[config.mk]
export PLATFORM = sky130hd
export DESIGN_NAME = ysyx_23060191_mem_arb_flat
export DESIGN_NICKNAME = d
export VERILOG_FILES = /design/src/rtl/ysyx_23060191_mem_arb_pkg.sv /design/src/rtl/ysyx_23060191_mem_arb_if.sv /design/src/rtl/ysyx_23060191_rr_pick.sv /design/src/rtl/ysyx_23060191_mem_arb.sv /design/src/flat_wrapper.sv
export SDC_FILE = /design/constraint.sdc
export NUM_CORES = 1
export LEC_CHECK = 0
export ABC_CLOCK_PERIOD_IN_PS = 3730
export CAP_MARGIN = 15
export CORE_MARGIN = 1
export CORE_UTILIZATION = 30
export DETAILED_ROUTE_END_ITERATION = 10
export PLACE_DENSITY = 0.71
export SYNTH_ARGS = -nofsm -noshare
export SYNTH_HDL_FRONTEND = slang
export SYNTH_SLANG_ARGS = --single-unit
[constraint.sdc]
create_clock -name clk -period 3.73 [get_ports clk]
set_input_delay 0.746 -clock clk [delete_from_list [all_inputs] [get_ports clk]]
set_output_delay 0.746 -clock clk [all_outputs]
set_load 0.05 [all_outputs]
[src/rtl/ysyx_23060191_mem_arb_pkg.sv]
// Shared encodings for the IFU/LSU memory arbiter: FSM states, owner ids and
// the default CPU datapath width.
package ysyx_23060191_mem_arb_pkg;

  localparam int CPU_WIDTH = 32;

  typedef enum logic [1:0] {
    ST_IDLE = 2'd0,
    ST_REQ  = 2'd1,
    ST_WAIT = 2'd2
  } state_e;

  typedef enum logic {
    OWN_IFU = 1'b0,
    OWN_LSU = 1'b1
  } owner_e;

endpackage

[src/rtl/ysyx_23060191_mem_arb_if.sv]
// Shared memory port between the arbiter (master) and the memory model (slave).
interface ysyx_23060191_mem_arb_if #(
  parameter int AW = 32,
  parameter int DW = 32
);
  logic            mem_req_valid;
  logic            mem_req_ready;
  logic [AW-1:0]   mem_addr;
  logic            mem_wen;
  logic [DW-1:0]   mem_wdata;
  logic [DW/8-1:0] mem_wmask;
  logic            mem_resp_valid;
  logic [DW-1:0]   mem_rdata;

  modport master (
    output mem_req_valid, mem_addr, mem_wen, mem_wdata, mem_wmask,
    input  mem_req_ready, mem_resp_valid, mem_rdata
  );

  modport slave (
    input  mem_req_valid, mem_addr, mem_wen, mem_wdata, mem_wmask,
    output mem_req_ready, mem_resp_valid, mem_rdata
  );
endinterface

[src/rtl/ysyx_23060191_rr_pick.sv]
// Two-way round-robin picker: on a tie the unit not granted last time wins.
module ysyx_23060191_rr_pick (
  input  logic       ifu_valid,
  input  logic       lsu_valid,
  input  logic       last_owner,
  output logic [1:0] grant,
  output logic       winner
);

  always_comb begin
    winner = 1'b0;
    grant  = 2'b00;
    if (ifu_valid && lsu_valid) begin
      winner = ~last_owner;
    end else if (lsu_valid) begin
      winner = 1'b1;
    end
    if (ifu_valid || lsu_valid) begin
      grant = winner ? 2'b10 : 2'b01;
    end
  end

endmodule

[src/rtl/ysyx_23060191_mem_arb.sv]
// IFU/LSU memory arbiter: accepts one request at a time, drives the shared
// memory port, routes the response to its owner and times out lost responses.
module ysyx_23060191_mem_arb
  import ysyx_23060191_mem_arb_pkg::*;
#(
  parameter int AW      = CPU_WIDTH,
  parameter int DW      = CPU_WIDTH,
  parameter int TIMEOUT = 255,
  parameter int TW      = 8
) (
  input  logic            clk,
  input  logic            rst,

  input  logic            ifu_req_valid,
  output logic            ifu_req_ready,
  input  logic [AW-1:0]   ifu_addr,
  output logic            ifu_resp_valid,
  output logic [DW-1:0]   ifu_rdata,
  output logic            ifu_resp_err,

  input  logic            lsu_req_valid,
  output logic            lsu_req_ready,
  input  logic [AW-1:0]   lsu_addr,
  input  logic            lsu_wen,
  input  logic [DW-1:0]   lsu_wdata,
  input  logic [DW/8-1:0] lsu_wmask,
  output logic            lsu_resp_valid,
  output logic [DW-1:0]   lsu_rdata,
  output logic            lsu_resp_err,

  ysyx_23060191_mem_arb_if.master mem
);

  localparam logic [TW-1:0] TO_LAST = TW'(TIMEOUT - 1);

  state_e          state_q, state_d;
  owner_e          owner_q, last_owner_q;
  logic [TW-1:0]   cnt_q;
  logic [AW-1:0]   addr_q;
  logic            wen_q;
  logic [DW-1:0]   wdata_q;
  logic [DW/8-1:0] wmask_q;

  logic [1:0]      grant;
  logic            winner;
  logic            accept;
  logic            resp_fire;
  logic            resp_err;
  logic            idle_ok;

  ysyx_23060191_rr_pick u_pick (
    .ifu_valid  (ifu_req_valid),
    .lsu_valid  (lsu_req_valid),
    .last_owner (last_owner_q),
    .grant      (grant),
    .winner     (winner)
  );

  always_comb begin
    state_d   = state_q;
    accept    = 1'b0;
    resp_fire = 1'b0;
    resp_err  = 1'b0;
    unique case (state_q)
      ST_IDLE: begin
        if (grant != 2'b00) begin
          accept  = 1'b1;
          state_d = ST_REQ;
        end
      end
      ST_REQ: begin
        if (mem.mem_req_ready) state_d = ST_WAIT;
      end
      ST_WAIT: begin
        // A real response takes priority over a timeout landing on the same cycle.
        if (mem.mem_resp_valid) begin
          resp_fire = 1'b1;
          state_d   = ST_IDLE;
        end else if (cnt_q == TO_LAST) begin
          resp_fire = 1'b1;
          resp_err  = 1'b1;
          state_d   = ST_IDLE;
        end
      end
      default: state_d = ST_IDLE;
    endcase
  end

  always_ff @(posedge clk or posedge rst) begin
    if (rst) begin
      state_q      <= ST_IDLE;
      owner_q      <= OWN_IFU;
      last_owner_q <= OWN_IFU;
      cnt_q        <= '0;
      addr_q       <= '0;
      wen_q        <= 1'b0;
      wdata_q      <= '0;
      wmask_q      <= '0;
    end else begin
      state_q <= state_d;
      if (accept) begin
        owner_q      <= owner_e'(winner);
        last_owner_q <= owner_e'(winner);
        // Fetches are always full-word reads regardless of the LSU-side inputs.
        addr_q       <= winner ? lsu_addr  : ifu_addr;
        wen_q        <= winner & lsu_wen;
        wdata_q      <= winner ? lsu_wdata : '0;
        wmask_q      <= winner ? lsu_wmask : '1;
      end
      if (state_q == ST_REQ && mem.mem_req_ready) begin
        cnt_q <= '0;
      end else if (state_q == ST_WAIT && !mem.mem_resp_valid) begin
        cnt_q <= cnt_q + TW'(1);
      end
    end
  end

  assign idle_ok       = (state_q == ST_IDLE) && !rst;
  assign ifu_req_ready = idle_ok && grant[0];
  assign lsu_req_ready = idle_ok && grant[1];

  assign mem.mem_req_valid = (state_q == ST_REQ);
  assign mem.mem_addr      = addr_q;
  assign mem.mem_wen       = wen_q;
  assign mem.mem_wdata     = wdata_q;
  assign mem.mem_wmask     = wmask_q;

  assign ifu_resp_valid = resp_fire && (owner_q == OWN_IFU);
  assign lsu_resp_valid = resp_fire && (owner_q == OWN_LSU);
  assign ifu_resp_err   = ifu_resp_valid && resp_err;
  assign lsu_resp_err   = lsu_resp_valid && resp_err;
  assign ifu_rdata      = (ifu_resp_valid && !resp_err) ? mem.mem_rdata : '0;
  assign lsu_rdata      = (lsu_resp_valid && !resp_err) ? mem.mem_rdata : '0;

endmodule
[src/flat_wrapper.sv]
// flat-port wrapper written by rule: the top's interface ports become plain ports
module ysyx_23060191_mem_arb_flat import ysyx_23060191_mem_arb_pkg::*;
#(
  parameter int AW      = CPU_WIDTH,
  parameter int DW      = CPU_WIDTH,
  parameter int TIMEOUT = 255,
  parameter int TW      = 8
)
  (clk, rst, ifu_req_valid, ifu_req_ready, ifu_addr, ifu_resp_valid, ifu_rdata, ifu_resp_err, lsu_req_valid, lsu_req_ready, lsu_addr, lsu_wen, lsu_wdata, lsu_wmask, lsu_resp_valid, lsu_rdata, lsu_resp_err, mem_mem_req_valid, mem_mem_addr, mem_mem_wen, mem_mem_wdata, mem_mem_wmask, mem_mem_req_ready, mem_mem_resp_valid, mem_mem_rdata);
  ysyx_23060191_mem_arb_if #(.AW(AW), .DW(DW)) mem_i ();
  input  logic clk;
  input  logic rst;
  input  logic ifu_req_valid;
  output logic ifu_req_ready;
  input  logic [AW-1:0] ifu_addr;
  output logic ifu_resp_valid;
  output logic [DW-1:0] ifu_rdata;
  output logic ifu_resp_err;
  input  logic lsu_req_valid;
  output logic lsu_req_ready;
  input  logic [AW-1:0] lsu_addr;
  input  logic lsu_wen;
  input  logic [DW-1:0] lsu_wdata;
  input  logic [DW/8-1:0] lsu_wmask;
  output logic lsu_resp_valid;
  output logic [DW-1:0] lsu_rdata;
  output logic lsu_resp_err;
  output wire logic [$bits(mem_i.mem_req_valid)-1:0] mem_mem_req_valid;
  output wire logic [$bits(mem_i.mem_addr)-1:0] mem_mem_addr;
  output wire logic [$bits(mem_i.mem_wen)-1:0] mem_mem_wen;
  output wire logic [$bits(mem_i.mem_wdata)-1:0] mem_mem_wdata;
  output wire logic [$bits(mem_i.mem_wmask)-1:0] mem_mem_wmask;
  input wire logic [$bits(mem_i.mem_req_ready)-1:0] mem_mem_req_ready;
  input wire logic [$bits(mem_i.mem_resp_valid)-1:0] mem_mem_resp_valid;
  input wire logic [$bits(mem_i.mem_rdata)-1:0] mem_mem_rdata;
  assign mem_mem_req_valid = mem_i.mem_req_valid;
  assign mem_mem_addr = mem_i.mem_addr;
  assign mem_mem_wen = mem_i.mem_wen;
  assign mem_mem_wdata = mem_i.mem_wdata;
  assign mem_mem_wmask = mem_i.mem_wmask;
  assign mem_i.mem_req_ready = mem_mem_req_ready;
  assign mem_i.mem_resp_valid = mem_mem_resp_valid;
  assign mem_i.mem_rdata = mem_mem_rdata;
  ysyx_23060191_mem_arb #(.AW(AW), .DW(DW), .TIMEOUT(TIMEOUT), .TW(TW)) u_core (.clk(clk), .rst(rst), .ifu_req_valid(ifu_req_valid), .ifu_req_ready(ifu_req_ready), .ifu_addr(ifu_addr), .ifu_resp_valid(ifu_resp_valid), .ifu_rdata(ifu_rdata), .ifu_resp_err(ifu_resp_err), .lsu_req_valid(lsu_req_valid), .lsu_req_ready(lsu_req_ready), .lsu_addr(lsu_addr), .lsu_wen(lsu_wen), .lsu_wdata(lsu_wdata), .lsu_wmask(lsu_wmask), .lsu_resp_valid(lsu_resp_valid), .lsu_rdata(lsu_rdata), .lsu_resp_err(lsu_resp_err), .mem(mem_i));
endmodule
# == After elaboration in Yosys (flattened, before gate mapping) ==
# Cells that the tools add are included.
# classes
bitwise,2
reduce_logical,20
n_eq_ne,6
n_mux,23
addsub,1
# op_table
operator,count
2-to-1 mux 32 bit,4
2-to-1 mux 8 bit,2
logical AND 1 bit,12
2-to-1 mux 2 bit,6
2-to-1 mux 1 bit,9
"adder 8 x 1 -> 8 bit, second input constant",1
"== test 8 bit, second input constant",1
one-hot mux 2 bit (3 select lines),1
2-to-1 mux 4 bit,1
"inequality test 2 x 1 -> 1 bit, second input constant",2
nonzero test 2 bit,2
zero test 1 bit,3
"inequality test 3 x 2 -> 1 bit, second input constant",1
AND reduction 3 bit,1
"== test 2 x 1 -> 1 bit, second input constant",1
"== test 2 bit, second input constant",1
zero test 2 bit,1
bitwise AND 1 bit,1
logical OR 1 bit,1
inverter 1 bit,1
# word_totals
ff_bits,80
out_inout_bits,140
wordCells,59
input_bits,139

# == Logic depth before layout (Yosys ltp) ==
# logic_depth
ltp_word,7
ltp_mapped,6
depth_no_buf,5

# == Modules after synthesis ==
# Synthesis repeated with hierarchy kept, for this count alone.
# hier_totals
hier_cells,398
area_unflattened_um2,4262.8
# modules_own_cells
module,area_each_um2,seq_area_each_um2,n_inst,cells_per_inst
ysyx_23060191_mem_arb,4236.6,2001.9,1,394
ysyx_23060191_rr_pick,26.3,0.0,1,4

# == Worst setup path before layout ==
# OpenSTA, ideal clock, no wires.
# synth_timing
path_type,input-to-output
start,in rst
end,out lsu_req_ready
arrival_time_ns,3.109
path_stages,2
n_path_buf,0
path_slack_ns,-0.125
required_time_ns,2.984
cell_sequence,inv_1 > and3_1
# synth_via
elab_chain_cells,3
# synth_rtl
item,line_no,rtl
start: declaration,flat_wrapper.sv:12,input logic rst;
zero test 1 bit (no line),-,
logical AND 1 bit,ysyx_23060191_mem_arb.sv:118,assign idle_ok = (state_q == ST_IDLE) && !rst;
logical AND 1 bit,ysyx_23060191_mem_arb.sv:120,assign lsu_req_ready = idle_ok && grant[1];
end: declaration,flat_wrapper.sv:20,output logic lsu_req_ready;
# Every way passes these cells.

# == Worst setup path in the final report ==
# layout_timing
start,in mem_mem_resp_valid
end,out ifu_resp_err
# layout_via
elab_chain_cells,4
word_cells_on_any_way,6
classes_between,mux: 4; reduce/logical: 2
# layout_rtl
item,line_no,rtl
start: declaration,flat_wrapper.sv:34,input wire logic [$bits(mem_i.mem_resp_valid)-1:0] mem_mem_resp_valid;
2-to-1 mux 1 bit,ysyx_23060191_mem_arb.sv:76,if (mem.mem_resp_valid) begin
2-to-1 mux 1 bit,ysyx_23060191_mem_arb.sv:64,unique case (state_q)
logical AND 1 bit,ysyx_23060191_mem_arb.sv:128,assign ifu_resp_valid = resp_fire && (owner_q == OWN_IFU);
logical AND 1 bit *,ysyx_23060191_mem_arb.sv:130,assign ifu_resp_err = ifu_resp_valid && resp_err;
end: declaration,flat_wrapper.sv:18,output logic ifu_resp_err;
# Every way passes the cells marked *; elsewhere a longest branch is shown, timed or not.

==> flow_summary_export.csv <==
group,metric,value,unit
outcome,status,"finished clean",
layout,area_delta_synth_final,99.2,%
flow_run,cap_viol_max_count,0,
critical_path,crit_path_end_kind,"output port",
cts,cts_setup_buffers,0,
cts,clk_pin_slew,0.06,ns
timing,slew_headroom,33.9,%
cts,cts_tree,"built",
timing,worst_pin_slew,0.991,ns
synth,synth_fp_nets,508,
floorplan,die_area,13500,µm²
synth,synth_area,3910,µm²
synth,yosys_warnings,0,
placed_design,place_inst,794,
critical_path,start_kind,"primary input",
pwr,ir_drop,0.515,mV
global_route,grt_first_pass_wirelength,20.6,mm
global_route,grt_max_degree,81,
hold_path,min_to,"u_core.mem.mem_wdata[25]$_DFFE_PP0P_",
critical_path,crit_fanout,8,
global_route,grt-ovfl-total,0,
synth,yosys.cell_types.count,39,
timing,hold_violations,0,
timing,finalSetupTns,0,ns
critical_path,r2r_end,"u_core.mem.mem_wdata[28]$_DFFE_PP0P_",
floorplan,rows,41,
drt,postRouteAntennaNets,0,
synth,ys_seq_area_share,51.2,%
layout,final-seq-area,2000,µm²
layout,multiInputGateArea,1770,µm²
timing,fin_skew,0.00570,ns
placed_design,hpwlAfterDp,10.8,mm
global_route,antenna_found_initial,0,
synth,syn_inst,367,
hold_path,holdPathStages,1,
critical_path,crit_required,2.98,ns
timing,period_needed,3.17,ns
cts,root_buffer,"clkbuf_16",
cts,clk_latency,0.33,ns
layout,design_area,7800,µm²
timing,max_freq,315,MHz
critical_path,critPathTopFamily,"simple AND/OR/NAND/NOR gates",
drt,drt-vias-per-instance,4.72,
layout,drive_above_1_share,15.2,%
global_route,grt_usage,20.2,%
drt,drtIter0Drc,194,
drt,drc_errors,0,
cts,clkSinkCount,80,
critical_path,r2r-start,"u_core.state_q[0]$_DFFE_PP0P_",
critical_path,r2r_setup_slack,1.80,ns
cts,cts.path.max_buffers,2,
layout,final_common_cell,"clkdlybuf4s50_1",
critical_path,cp_cell_sequence,"clkdlybuf4s50_1 -> nor3b_1 -> and3b_1 -> buf_4",
timing,fin_crit_sh,85.1,%
critical_path,cp_data_arrival_time,2.43,ns
synth,synth_seq_cells,80,
placed_design,gp_congestion,0.773,
critical_path,worstRegToRegCells,4,
layout,fin_cells,810,
floorplan,boundaryPins,279,
global_route,first_global_vias,3843,
pwr,power_density,767,nW/µm²
placed_design,numPortBuffers,278,
critical_path,critPathSlowestCell,"nor3b_1",
floorplan,fp.dieH,116,µm
critical_path,critPathBufInv,2,
timing,finalSetupViolations,0,
drt,wire_per_inst,17.1,µm
critical_path,crit_path_max_incr_delay,0.64,ns
layout,fin_nets,775,
floorplan,die-width,116,µm
floorplan,core_area,12700,µm²
hold_path,worstHoldStart,"u_core.mem.mem_wdata[25]$_DFFE_PP0P_",
cts,cts-resized-gates,0,
drt,vias,3824,
cts,numCtsBuffers,9,
hold_path,hp-class,"reg -> reg",
floorplan,initial_core_util,30.9,%
cts,cts_hold_buf,0,
drt,dr.pass1.iters,4,
layout,final_cell_mix,"clkdlybuf4s50_1, dfrtp_1, and2_1, buf_12, o21ai_0",
critical_path,crit_type,"in -> out",
drt,drt_wl_total,13.8,mm
timing,maxSlewViolCount,0,
timing,rsz0062_at_grt,"false",
pwr,power_leakage,0.00330,µW
placed_design,postPlaceCellArea,7460,µm²
synth,syn_avg_cell_area,10.7,µm²
layout,n_antenna_cell,0,
layout,n_fill_cell,1039,
cts,htreeDepth,3,
timing,hold_slack,0.506,ns
[through the flow]
| step | setup WS, ns | total power [µW] | utilization [%] |
|---|---|---|---|
| 2_1_floorplan | 0.518 | 3710 | - |
| 3_3_place_gp | 0.591 | 5010 | 58.9 |
| 3_5_place_dp | 0.609 | 5070 | 58.9 |
| 4_1_cts | 0.592 | 6030 | 61.4 |
| 5_1_grt | 0.424 | 6270 | 61.5 |
| 6_report | 0.557 | 5980 | 61.5 |
[synthesized netlist by cell type, drive strengths merged]
cell type,instances,area (µm²)
nand4,1,6.26
nor3,1,5.00
or4,2,15.0
or3,1,6.26
and3b,1,8.76
clkbuf,18,68.8
or2,1,6.26
a21boi,1,7.51
nand4b,1,8.76
inv,3,11.3
nor2b,1,6.26
and2,65,407
a21o,1,7.51
nor3b,2,20.0
nand3,3,15.0
nor2,7,26.3
xnor2,2,17.5
nand3b,1,7.51
ha,2,25.0
a21oi,3,15.0
o21ai,67,335
o21a,1,7.51
o31ai,3,22.5
buf,12,90.1
nand2,4,15.0
o22a,4,35.0
a211oi,1,7.51
and3,7,43.8
a22o,33,289
o211a,1,10.0
mux2i,34,340
and4bb,1,12.5
nand2b,2,12.5
dfrtp,80,2000
[sequential cells by signal, indices dropped and copies added, names as in the netlist]
register / count
u_core.cnt_q: 8
u_core.mem.mem_addr: 32
u_core.mem.mem_wdata: 32
u_core.mem.mem_wen: 1
u_core.mem.mem_wmask: 4
u_core.owner_q: 1
u_core.state_q: 2
[final cells by class]
cell class	instances	area share [%]
repair buffers	286	44.6
flip-flops and latches	80	25.7
multi-input cells	254	22.7
clock buffers	9	2.89
well taps	172	2.76
clock inverters	6	1.19
inverters	3	0.193
[cell families after synthesis]
kind of cell               after synthesis  share of synthesized area, %
AOI/OAI and AO/OA                      115                          18.8
and+or+nand+nor                        101                          15.9
DFF                                     80                          51.2
muxes                                   34                          8.70
buffers and inverters                   33                          4.35
xor gates and xnor gates                 2                         0.448
adders and majority gates                2                         0.639
[worst reg2reg max path, cell delays in order (launching register included)]
cell and delay (ns):
dfrtp_1 0.45, nor2_1 0.33, and3_1 0.67, buf_8 0.25, a22o_1 0.17
[routing by layer]
metal,part of all wire (%),global-route usage [%]
met1,40,24.9
met2,53,35.0
met3,5.2,4.83
met4,1.2,5.47
met5,0,0
[how the worst max path moves through the flow]
stage | depth (start not counted) | start | slack (ns) | end
after global placement | 4 | mem_mem_resp_valid | 0.59 | ifu_resp_err
after global routing | 4 | mem_mem_resp_valid | 0.42 | ifu_resp_err
after CTS | 4 | mem_mem_resp_valid | 0.59 | ifu_resp_err
after floorplan | 2 | rst | 0.52 | lsu_req_ready
final | 4 | mem_mem_resp_valid | 0.56 | ifu_resp_err
after detailed placement | 4 | mem_mem_resp_valid | 0.61 | ifu_resp_err
[where the power goes]
part	switching [µW]	leakage (µW)	internal, µW
Clock	350	0.000148	586
Sequential	242	0.00101	1260
Combinational	2260	0.00214	1280
Note: power is estimated with default switching activity, not from simulation.
